**config.mk**
```make
export PLATFORM = sky130hd
export DESIGN_NAME = mm_residual_add_flat
export DESIGN_NICKNAME = d
export VERILOG_FILES = /design/src/rtl/mm_residual_add_if.sv /design/src/rtl/mm_residual_add.sv /design/src/flat_wrapper.sv
export SDC_FILE = /design/constraint.sdc
export NUM_CORES = 1
export LEC_CHECK = 0
export CORE_ASPECT_RATIO = 0.6
export CORE_MARGIN = 3
export CORE_UTILIZATION = 40
export CTS_CLUSTER_SIZE = 12
export DETAILED_ROUTE_END_ITERATION = 6
export GPL_TIMING_DRIVEN = 0
export PLACE_DENSITY = 0.67
export SYNTH_ARGS = -nofsm -noshare
export SYNTH_HDL_FRONTEND = slang
export SYNTH_SLANG_ARGS = --single-unit
```
**constraint.sdc**
```tcl
create_clock -name clk -period 7.69 [get_ports clk]
set_clock_uncertainty 0.15 [all_clocks]
set_input_delay 1.538 -clock clk [delete_from_list [all_inputs] [get_ports clk]]
set_output_delay 1.538 -clock clk [all_outputs]
set_load 0.01 [all_outputs]
```
**src/rtl/mm_residual_add_if.sv**
```systemverilog
// Stream bundle for the residual-add stage: engine (mm) input, residual input and result output.
// The stage itself takes the slave view; whoever drives the inputs and sinks the result takes the master view.
interface mm_residual_add_if #(
   parameter int A_size     = 16,
   parameter int data_width = 8
);
   localparam int BW = A_size * data_width;

   logic          in_mm_valid;
   logic          in_mm_ready;
   logic          in_mm_last;
   logic [BW-1:0] in_mm_data;

   logic          in_res_valid;
   logic          in_res_ready;
   logic          in_res_last;
   logic [BW-1:0] in_res_data;

   logic          out_data_valid;
   logic          out_data_ready;
   logic          out_data_last;
   logic [BW-1:0] out_data;

   modport slave (
      input  in_mm_valid, in_mm_last, in_mm_data,
      input  in_res_valid, in_res_last, in_res_data,
      input  out_data_ready,
      output in_mm_ready, in_res_ready,
      output out_data_valid, out_data_last, out_data
   );

   modport master (
      output in_mm_valid, in_mm_last, in_mm_data,
      output in_res_valid, in_res_last, in_res_data,
      output out_data_ready,
      input  in_mm_ready, in_res_ready,
      input  out_data_valid, out_data_last, out_data
   );
endinterface

```
**src/rtl/mm_residual_add.sv**
```systemverilog
// Joins the matmul engine output with a residual stream, adds lane-wise with signed saturation,
// and regenerates the frame 'last' flag from a beat counter.
//  state | meaning
//  IDLE  | waiting for the first beat of a frame; config is taken from the input pins
//  RUN   | mid-frame; config comes from the values latched on the first beat
module mm_residual_add #(
   parameter int A_size                  = 16,
   parameter int data_width              = 8,
   parameter int F_length_width          = 9,
   parameter int W_width_block_num_width = 5
) (
   input  logic                               clk,
   input  logic                               rst_n,
   input  logic [F_length_width-1:0]          F_length_in,
   input  logic [W_width_block_num_width-1:0] W_width_block_num_in,
   input  logic                               bypass_in,
   mm_residual_add_if.slave                   bus,
   output logic                               frame_err,
   output logic                               busy
);
   localparam int BW = A_size * data_width;
   localparam int TW = F_length_width + W_width_block_num_width;

   typedef enum logic {IDLE, RUN} state_t;

   state_t                state, state_nxt;
   logic [TW-1:0]         beat_cnt, beat_cnt_nxt;
   logic [TW-1:0]         total_lat, total_cur;
   logic                  byp_lat, byp_cur;
   logic                  accept_en, xfer, cnt_end, err_now;
   logic [BW-1:0]         sum_data;
   logic [data_width:0]   lane_sum;

   // While IDLE the pins describe the frame that is about to start; afterwards the latched copy rules.
   assign total_cur = (state == IDLE) ? TW'(F_length_in) * TW'(W_width_block_num_in) : total_lat;
   assign byp_cur   = (state == IDLE) ? bypass_in : byp_lat;

   assign accept_en        = !bus.out_data_valid | bus.out_data_ready;
   assign xfer             = accept_en & bus.in_mm_valid & (byp_cur | bus.in_res_valid);
   assign bus.in_mm_ready  = accept_en & (byp_cur | bus.in_res_valid);
   assign bus.in_res_ready = accept_en & bus.in_mm_valid & !byp_cur;

   // Frames of 0 or 1 beats end on every beat.
   assign cnt_end = (total_cur <= TW'(1)) | (beat_cnt == total_cur - TW'(1));
   assign err_now = (bus.in_mm_last != cnt_end)
                  | (!byp_cur & (bus.in_res_last != cnt_end))
                  | (total_cur == '0);

   assign busy = (state == RUN) | bus.out_data_valid;

   always_comb begin
      state_nxt    = state;
      beat_cnt_nxt = beat_cnt;
      if (xfer) begin
         if (cnt_end) begin
            state_nxt    = IDLE;
            beat_cnt_nxt = '0;
         end else begin
            state_nxt    = RUN;
            beat_cnt_nxt = beat_cnt + TW'(1);
         end
      end
   end

   always_ff @(posedge clk or negedge rst_n) begin
      if (!rst_n) begin
         state    <= IDLE;
         beat_cnt <= '0;
      end else begin
         state    <= state_nxt;
         beat_cnt <= beat_cnt_nxt;
      end
   end

   // Sign-extended 9-bit sum cannot wrap; overflow shows as disagreement of the top two bits.
   always_comb begin
      sum_data = '0;
      lane_sum = '0;
      for (int i = 0; i < A_size; i++) begin
         lane_sum = {bus.in_mm_data[i*data_width + data_width - 1], bus.in_mm_data[i*data_width +: data_width]}
                  + {bus.in_res_data[i*data_width + data_width - 1], bus.in_res_data[i*data_width +: data_width]};
         if (byp_cur)
            sum_data[i*data_width +: data_width] = bus.in_mm_data[i*data_width +: data_width];
         else if (lane_sum[data_width] != lane_sum[data_width-1])
            sum_data[i*data_width +: data_width] = lane_sum[data_width]
               ? {1'b1, {(data_width-1){1'b0}}}
               : {1'b0, {(data_width-1){1'b1}}};
         else
            sum_data[i*data_width +: data_width] = lane_sum[data_width-1:0];
      end
   end

   always_ff @(posedge clk or negedge rst_n) begin
      if (!rst_n) begin
         total_lat          <= '0;
         byp_lat            <= 1'b0;
         bus.out_data_valid <= 1'b0;
         bus.out_data_last  <= 1'b0;
         bus.out_data       <= '0;
         frame_err          <= 1'b0;
      end else begin
         if (xfer && state == IDLE) begin
            total_lat <= total_cur;
            byp_lat   <= bypass_in;
         end
         if (accept_en)
            bus.out_data_valid <= xfer;
         if (xfer) begin
            bus.out_data      <= sum_data;
            bus.out_data_last <= cnt_end;
            // First beat of a frame (IDLE) clears the sticky flag unless this beat itself errs.
            frame_err         <= err_now | (frame_err & (state == RUN));
         end
      end
   end
endmodule

```
**src/flat_wrapper.sv**
```systemverilog
// flat-port wrapper written by rule: the top's interface ports become plain ports
module mm_residual_add_flat 
#(
   parameter int A_size                  = 16,
   parameter int data_width              = 8,
   parameter int F_length_width          = 9,
   parameter int W_width_block_num_width = 5
)
  (clk, rst_n, F_length_in, W_width_block_num_in, bypass_in, frame_err, busy, bus_in_mm_valid, bus_in_mm_last, bus_in_mm_data, bus_in_res_valid, bus_in_res_last, bus_in_res_data, bus_out_data_ready, bus_in_mm_ready, bus_in_res_ready, bus_out_data_valid, bus_out_data_last, bus_out_data);
  mm_residual_add_if #(.A_size(A_size), .data_width(data_width)) bus_i ();
  input  logic clk;
  input  logic rst_n;
  input  logic [F_length_width-1:0] F_length_in;
  input  logic [W_width_block_num_width-1:0] W_width_block_num_in;
  input  logic bypass_in;
  output logic frame_err;
  output logic busy;
  input wire logic [$bits(bus_i.in_mm_valid)-1:0] bus_in_mm_valid;
  input wire logic [$bits(bus_i.in_mm_last)-1:0] bus_in_mm_last;
  input wire logic [$bits(bus_i.in_mm_data)-1:0] bus_in_mm_data;
  input wire logic [$bits(bus_i.in_res_valid)-1:0] bus_in_res_valid;
  input wire logic [$bits(bus_i.in_res_last)-1:0] bus_in_res_last;
  input wire logic [$bits(bus_i.in_res_data)-1:0] bus_in_res_data;
  input wire logic [$bits(bus_i.out_data_ready)-1:0] bus_out_data_ready;
  output wire logic [$bits(bus_i.in_mm_ready)-1:0] bus_in_mm_ready;
  output wire logic [$bits(bus_i.in_res_ready)-1:0] bus_in_res_ready;
  output wire logic [$bits(bus_i.out_data_valid)-1:0] bus_out_data_valid;
  output wire logic [$bits(bus_i.out_data_last)-1:0] bus_out_data_last;
  output wire logic [$bits(bus_i.out_data)-1:0] bus_out_data;
  assign bus_i.in_mm_valid = bus_in_mm_valid;
  assign bus_i.in_mm_last = bus_in_mm_last;
  assign bus_i.in_mm_data = bus_in_mm_data;
  assign bus_i.in_res_valid = bus_in_res_valid;
  assign bus_i.in_res_last = bus_in_res_last;
  assign bus_i.in_res_data = bus_in_res_data;
  assign bus_i.out_data_ready = bus_out_data_ready;
  assign bus_in_mm_ready = bus_i.in_mm_ready;
  assign bus_in_res_ready = bus_i.in_res_ready;
  assign bus_out_data_valid = bus_i.out_data_valid;
  assign bus_out_data_last = bus_i.out_data_last;
  assign bus_out_data = bus_i.out_data;
  mm_residual_add #(.A_size(A_size), .data_width(data_width), .F_length_width(F_length_width), .W_width_block_num_width(W_width_block_num_width)) u_core (.clk(clk), .rst_n(rst_n), .F_length_in(F_length_in), .W_width_block_num_in(W_width_block_num_in), .bypass_in(bypass_in), .bus(bus_i), .frame_err(frame_err), .busy(busy));
endmodule
```
Word level (Yosys, flattened, before mapping)

Cells that the tools add are included.

Reduce and logical (&&, ||, !) cells: 4
Mux-type cells: 52
Shift operators: 0
Equal/unequal tests: 19
Multipliers: 1
Bitwise gates (word level): 14
Divide/modulo/power cells: 0
Order comparisons: 1
Add/subtract/negate cells: 18

Operators by type and width:

| kind                                                             | count |
|---|---|
| two-way mux 8 bit                                                | 48 |
| adder 8 x 8 -> 9 bit                                             | 16 |
| two-way mux 14 bit                                               | 2 |
| != test 1 bit                                                    | 18 |
| adder 14 x 1 -> 14 bit (second input constant)                   | 1 |
| == test 14 bit                                                   | 1 |
| less-or-equal comparator 14 x 1 -> 1 bit (second input constant) | 1 |
| logical NOT 14 bit                                               | 1 |
| multiplier 9 x 5 -> 14 bit                                       | 1 |
| subtractor 14 x 1 -> 14 bit (second input constant)              | 1 |
| OR 1 bit                                                         | 7 |
| AND 1 bit                                                        | 6 |
| logical NOT 1 bit                                                | 2 |
| two-way mux 1 bit                                                | 2 |
| logical AND 1 bit                                                | 1 |
| NOT 1 bit                                                        | 1 |

ROM bits: 0
Memories kept: 0
Latch bits: 0
Input bits: 278
Memory bits (writable): 0
Register bits: 161
Output and inout port bits: 134
Logic and storage cells: 117

Logic depth before layout (Yosys ltp)

Gate-level depths: netlist (run 1).

Word-level depth: 10
Mapped depth: 20
Mapped depth without buffers: 18

Worst setup path after synthesis (run 1)

OpenSTA, ideal clock, no wires.

Path type: input-to-reg
Start point: input port W_width_block_num_in[2]
End point: register u_core.frame_err
Setup slack: 1.791 ns
Path buffers: 2
Arrival time: 5.615 ns
Library setup time: 0.134 ns
Required time: 7.406 ns
Stages: 19
Cells stage by stage: and2_1 fa_1 fa_1 inv_1 fa_1 inv_1 ha_1 buf_2 a21oi_2 o21ai_2 a211oi_1 o221a_2 xnor2_1 o21ai_0 o22a_1 o2111a_1 buf_6 a2111oi_1 o31ai_1

Cells in the longest elaborated chain, start to end: 10
Elaborated cells between the ends (all ways): 13
Those cells by class: add/sub: 1; mul: 1; order compare: 1; eq/ne: 3; mux: 1; bitwise: 5; reduce/logical: 1

Ends and longest elaborated chain:

| what                         | line                   | source |
|---|---|---|
| start, declared              | flat_wrapper.sv:14     | `input logic [W_width_block_num_width-1:0] W_width_block_num_in;` |
| multiplier 9 x 5 -> 14 bit * | mm_residual_add.sv:35  | `assign total_cur = (state == IDLE) ? TW'(F_length_in) * TW'(W_width_block_num_in) : total_lat;` |
| two-way mux 14 bit *         | mm_residual_add.sv:35  |  |
| subtractor 14 x 1 -> 14 bit  | mm_residual_add.sv:44  | `assign cnt_end = (total_cur <= TW'(1)) \| (beat_cnt == total_cur - TW'(1));` |
| == test 14 bit               | mm_residual_add.sv:44  |  |
| OR 1 bit                     | mm_residual_add.sv:44  |  |
| != test 1 bit                | mm_residual_add.sv:46  | `\| (!byp_cur & (bus.in_res_last != cnt_end))` |
| AND 1 bit                    | mm_residual_add.sv:46  |  |
| OR 1 bit                     | mm_residual_add.sv:46  |  |
| OR 1 bit *                   | mm_residual_add.sv:47  | `\| (total_cur == '0);` |
| OR 1 bit *                   | mm_residual_add.sv:112 | `frame_err <= err_now \| (frame_err & (state == RUN));` |
| end signal, assigned         | mm_residual_add.sv:112 |  |
| end, declared                | mm_residual_add.sv:18  | `output logic frame_err,` |

Every way passes the cells marked *; elsewhere a longest branch is shown, timed or not.
A chain may end at the register's enable or synchronous reset.

Worst setup path in the final report (run 1)

Start point: input port W_width_block_num_in[2]
End point: register u_core.beat_cnt[1]

Cells in the longest elaborated chain, start to end: 6
Elaborated cells between the ends (all ways): 7
Those cells by class: add/sub: 1; mul: 1; order compare: 1; eq/ne: 1; mux: 2; bitwise: 1

Ends and longest elaborated chain:

| what                         | line                  | source |
|---|---|---|
| multiplier 9 x 5 -> 14 bit * | mm_residual_add.sv:35 |  |
| two-way mux 14 bit *         | mm_residual_add.sv:35 |  |
| subtractor 14 x 1 -> 14 bit  | mm_residual_add.sv:44 |  |
| == test 14 bit               | mm_residual_add.sv:44 |  |
| OR 1 bit *                   | mm_residual_add.sv:44 |  |
| two-way mux 14 bit *         | mm_residual_add.sv:55 | `if (cnt_end) begin` |
| end signal, assigned         | mm_residual_add.sv:71 | `beat_cnt <= beat_cnt_nxt;` |
| end, declared                | mm_residual_add.sv:27 | `logic [TW-1:0] beat_cnt, beat_cnt_nxt;` |

Marked as above.

==> flow_summary.ini, run 1 <==
[global_route]
grt_pass1_wl_um = 88400
first_global_vias = 15100
grt_max_degree = 111
gr-total-overflow = 0
track_usage = 0.287
antenna_found_initial = 12

[sta]
fin_crit_sh = 0.881
slew_headroom = 0.284
max_freq_mhz = 148
min_period_ns = 6.78
rsz0062_at_grt = no
maxSlewViolCount = 0
fin_ws_ns = 0.911
hold_ws_ns = 0.325
hold_viol_final = 0
finalSetupViolCount = 0
worstMarginPinSlew_ns = 1.07

[worst_setup_path]
max_stage_delay_ns = 0.57
cp-start-kind = input pin
crit_path_cell_trace = clkdlybuf4s50_1 > and2_1 > fa_1 > fa_1 > inv_1 > fa_1 > inv_1 > ha_1 > buf_2 > a21oi_2 > o22ai_1 > nor3b_4 > xnor2_1 > a31oi_1 > a2bb2oi_1 > nor4_1 > o2111a_1 > or2_1 > clkbuf_1 > o21ai_0
end_kind = flop
crit_slowest_cell = clkdlybuf4s50_1
crit_top_cell = fa_1
cp_data_arrival_time_ns = 6.94
worstSetupPathType = input pin to flop
reg2reg_setup_slack_ns = 3.11
worstPathRequired_ns = 7.86
crit_fanout = 9

[cts]
cts_buffer_depth = 2
cts_resized = 0
path_clk_slew_ns = 0.07
clkSinkCount = 161
htree_levels = 4
cts-root-buf = clkbuf_16
cts_buffers = 17
cts_hold_buf = 0
cts_setup_buffers = 0
cts_tree = done
clock_latency_ns = 0.45

[floorplan]
die_x_um = 256
dieHeight_um = 156
core_area_sq_um = 36600
dieArea_sq_um = 39800
ioPinCount = 412
rows = 54
initial_core_util = 0.408

[yosys]
synth.ff_latch_count = 161
async_flop_share = 1.00
synthFlopType = dfrtp_1
syn_nets = 2244
synth_area_sq_um = 15000
synth.distinct_cells = 73
synth_area_per_cell_sq_um = 8.42
yosysSeqAreaShare = 0.269
synth-edff-count = 0
yosys_warnings = 0
synth_cells = 1776

[layout]
instances_no_fill = 2732
final_util = 0.556
area_growth_pct = 36.1
drive_gt1_frac = 0.0383
nets = 2674
fill_cells = 3384

[placement]
place.gp.congestion = 0.927
place_inst = 2691
dp_slack_ns = 0.558
hpwl_um = 46100
io_buffers = 410

[detailed_routing]
avgViaCountPerCell = 5.59
num_vias = 15300
wirelength_um = 58400
route.detailed.drc = 0
drt_iter0_drc = 1223
first_pass_iters = 6
final_antenna_net_count = 0
post_drt_wl_per_cell_um = 21.4

[flow_run]
max-cap-violations = 0

[power]
irDropWorstVdd_mv = 0.195
leakage_nw = 8.83
p_per_area_nw_per_um2 = 294

[hold_path]
hold_path_class = flop to flop

[outcome]
status = complete, no violations
[metal layers]
metal,GRT usage,wire [um]
met1,0.386,25700
met2,0.454,25900
met3,0.0758,4940
met4,0.0927,1770
met5,0,57
[cells in the final DEF (no fill, tap or decap), types with 10 or more instances in the layout]
cell type and count:
a21o_1 24, a21oi_1 166, a31oi_1 22, and2_1 29, and3_1 14, buf_2 11, clkbuf_1 46, clkbuf_16 17
clkdlybuf4s50_1 409, dfrtp_1 161, fa_1 37, ha_1 153, inv_1 147, maj3_1 49, mux2i_1 12, nand2_1 206
nand3_1 10, nor2_1 92, nor2b_1 19, nor3_1 13, o21ai_0 202, o21bai_1 48, o2bb2ai_1 56, or3_1 10
xnor2_1 85, xor2_1 28
[cells by family (layout without fill, tap and decap cells)]
logic type               after synthesis  in the layout  share of synthesized area
other                                  0              9                          0
AO/OA/AOI/OAI                        600            600                      0.252
XOR/XNOR                             114            114                     0.0673
AND/OR/NAND/NOR                      426            426                      0.131
buffers and inverters                215            658                     0.0561
multiplexers                          21             21                     0.0148
adder cells (fa/ha/maj)              239            239                      0.210
flip-flops                           161            161                      0.269
[per-stage QoR]
step           cell area, sq um  total power [mW]  TNS (ns)
2_1_floorplan             15000              3.34         0
3_3_place_gp              19700              4.95   -387.72
3_5_place_dp              19700              5.02         0
4_1_cts                   20300              5.97         0
5_1_grt                   20400              6.37         0
6_report                  20400              5.99         0
[power breakdown]
part           internal, mW  switching (mW)  total [mW]
clock network         0.529           0.396       0.925
registers              1.24           0.271        1.51
logic                  1.56            1.99        3.55
total                  3.33            2.66        5.99
[area by class of cell]
cell class                 instances  area (sq um)  share of cell area
multi-input combinational       1400         10100               0.495
timing repair buffer             411          4140               0.203
sequential                       161          4030               0.198
tap                              504           631              0.0310
inverter                         147           552              0.0271
clock buffer                      20           457              0.0224
buffer                            68           288              0.0141
clock inverter                    12           159             0.00780
antenna                            9          22.5             0.00111
[state kept, by name, summed over array words and instances, names as in the netlist]
signal,flops
u_core.bus.out_data_valid,1
u_core.byp_lat,1
u_core.state,1
u_core.beat_cnt,14
u_core.bus.out_data,128
u_core.frame_err,1
u_core.bus.out_data_last,1
u_core.total_lat,14
[path summary, 6_finish.rpt]
path | from | end | depth (start not counted)
hold reg to reg | u_core.bus.out_data[89] | u_core.bus.out_data[89] | 2
min in group asynchronous | rst_n | u_core.bus.out_data[106] | 1
hold / removal | u_core.bus.out_data[89] | u_core.bus.out_data[89] | 2
setup / recovery | W_width_block_num_in[2] | u_core.beat_cnt[1] | 20
setup reg to reg | u_core.state | u_core.bus.out_data[53] | 11
max in group asynchronous | rst_n | u_core.bus.out_data[37] | 2
[synthesized netlist by cell type, types with 29 or more instances]
library cell | number | area (sq um)
xnor2_1 | 85 | 744
fa_1 | 37 | 741
o21ai_0 | 202 | 1010
o21bai_1 | 48 | 360
nor2_1 | 92 | 345
inv_1 | 147 | 552
clkbuf_1 | 45 | 169
maj3_1 | 49 | 490
nand2_1 | 206 | 773
o2bb2ai_1 | 56 | 490
a21oi_1 | 166 | 831
ha_1 | 153 | 1910
dfrtp_1 | 161 | 4030
and2_1 | 29 | 181
[critical path: cells and delay by family]
family	cells	cell delay, ns
adders and majority gates	4	1.73
buffers and inverters	5	1.18
and+or+nand+nor	4	1.15
AOI/OAI and AO/OA	6	1.15
xor gates and xnor gates	1	0.19
(Power assumes the default switching activity.)
==> run 2: changes to the inputs <==
--- a/config.mk
+++ b/config.mk
@@ -12,6 +12,7 @@
 export DETAILED_ROUTE_END_ITERATION = 6
 export GPL_TIMING_DRIVEN = 0
 export PLACE_DENSITY = 0.67
+export RECOVER_POWER = 100
 export SYNTH_ARGS = -nofsm -noshare
 export SYNTH_HDL_FRONTEND = slang
 export SYNTH_SLANG_ARGS = --single-unit
==> flow_summary.ini, run 2 (synthesis gave the netlist of run 1 again) <==
[outcome]
status = finished, violations left
failed_checks = capacitance limit, slew limit

[global_route]
antenna_found_initial = 13
grt_max_degree = 111
grt_pass1_wl_um = 88400
track_usage = 0.287
gr-total-overflow = 0
first_global_vias = 15100

[detailed_routing]
wirelength_um = 58300
route.detailed.drc = 0
final_antenna_net_count = 0
first_pass_iters = 5
num_vias = 15100
drt_iter0_drc = 1299
avgViaCountPerCell = 5.54
post_drt_wl_per_cell_um = 21.3

[worst_setup_path]
end_kind = flop
critPathCapture = u_core.beat_cnt[1]
worstPathRequired_ns = 7.86
path_buf_inv = 4
reg2reg_setup_slack_ns = 2.63
cp_data_arrival_time_ns = 7.25
path_depth = 19
max_stage_delay_ns = 0.73
crit_path_start = W_width_block_num_in[2]
rr_endpoint = u_core.bus.out_data[53]
crit_slowest_cell = dlygate4sd3_1
reg2reg_from = u_core.state
crit_top_cell = fa_1
crit_path_cell_trace = dlygate4sd3_1 > nand2_1 > fa_1 > fa_1 > fa_1 > inv_1 > ha_1 > clkbuf_1 > a211oi_1 > nor3_1 > or3_1 > xnor2_1 > xnor2_1 > nand3_1 > nor4_1 > o2111a_1 > or2_1 > clkbuf_1 > o21ai_0
crit_fanout = 9
worstSetupPathType = input pin to flop
cp-start-kind = input pin
rr_worst_depth = 11
crit_family = adder cells

[sta]
slew_headroom = -1.03
finalSetupViolCount = 0
fin_crit_sh = 0.921
hold_viol_final = 0
min_period_ns = 7.08
fin_ws_ns = 0.605
worstMarginPinSlew_ns = 3.04
rsz0062_at_grt = no
maxSlewViolCount = 164
max_freq_mhz = 141

[power]
leakage_nw = 8.87
total_power_mw = 5.83
p_per_area_nw_per_um2 = 287
irDropWorstVdd_mv = 0.195

[cts]
cts_setup_buffers = 0
path_clk_slew_ns = 0.07
cts_hold_buf = 0
cts_buffers = 17
cts-root-buf = clkbuf_16
cts_tree = done
cts_buffer_depth = 2
clock_latency_ns = 0.45
cts_resized = 0
clkSinkCount = 161
htree_levels = 4

[placement]
hpwl_um = 46100
place.gp.congestion = 0.927
io_buffers = 410
dpl_cell_area_sq_um = 19700
dp_slack_ns = 0.558

[flow_run]
max-cap-violations = 2

[floorplan]
dieHeight_um = 156
ioPinCount = 412
die_x_um = 256
core_area_sq_um = 36600
rows = 54
initial_core_util = 0.408
dieArea_sq_um = 39800

[layout]
largest_reg_flops = 128
nets = 2674
final_common_cell = clkdlybuf4s50_1
top_register = u_core.bus.out_data
layout_common_cells = 260 x clkdlybuf4s50_1, 206 x nand2_1, 203 x o21ai_0
reg_top3 = u_core.bus.out_data: 128 flops, u_core.beat_cnt: 14 flops, u_core.total_lat: 14 flops
stdcell_area_sq_um = 20300
area_growth_pct = 35.7
drive_gt1_frac = 0.0320
final_util = 0.554

[hold_path]
hp-start = u_core.bus.out_data[89]
hold_path_class = flop to flop
## run 2: cell count changes in the layout (fill, tap and decap cells not counted), sizes merged
cell           delta
dlygate4sd3     +149
clkbuf           +12
buf              -12
diode             +1
clkdlybuf4s50   -149
## run 2: per-stage QoR
stage               std cells  hold slack [ns]  TNS, ns
detailed placement       2691            0.312        0
global placement         2690            0.309  -387.72
global route             2730            0.349        0
CTS                      2723            0.328        0
finish                   2733            0.318        0
floorplan                1776            0.300        0
## run 2: area by class of cell
cell class              instances  area (sq um)
fillers                      3396         16300
multi-input cells            1400         10100
repair buffers                411          4100
flip-flops and latches        161          4030
well taps                     504           631
inverters                     147           552
clock buffers                  20           457
plain buffers                  68           272
clock inverters                12           159
diodes                         10          25.0
## run 2: power breakdown
part	switching, mW	internal (mW)
Clock	0.393	0.529
Sequential	0.256	1.24
Combinational	1.99	1.42
## run 2: worst min path at each step
stage	cells after the start	slack, ns	end
floorplan	2	0.30	u_core.total_lat[0]
global placement	2	0.31	u_core.bus.out_data[113]
detailed placement	2	0.31	u_core.bus.out_data[89]
CTS	2	0.33	u_core.bus.out_data[89]
global route	2	0.35	u_core.bus.out_data[90]
finish	2	0.32	u_core.bus.out_data[89]
## run 2: metal layers
metal | vias to the layer above | share of wire | global-route usage
met5 | - | 0.00098 | 0
li1 | 7130 | - | -
met3 | 95 | 0.086 | 0.0758
met2 | 614 | 0.44 | 0.454
met4 | 10 | 0.030 | 0.0927
met1 | 7299 | 0.44 | 0.386
## run 2: tightest hold or removal path, stage by stage, from the launching register on
cell     delay (ns)
dfrtp_1        0.33
nand2_1        0.05
nand2_1        0.05
==> run 3: changes to the inputs <==
--- a/config.mk
+++ b/config.mk
@@ -5,6 +5,7 @@
 export SDC_FILE = /design/constraint.sdc
 export NUM_CORES = 1
 export LEC_CHECK = 0
+export CAP_MARGIN = 10
 export CORE_ASPECT_RATIO = 0.6
 export CORE_MARGIN = 3
 export CORE_UTILIZATION = 40
==> results of run 3 <==
No change in the layout: final DEF, timing and power equal those of run 2.
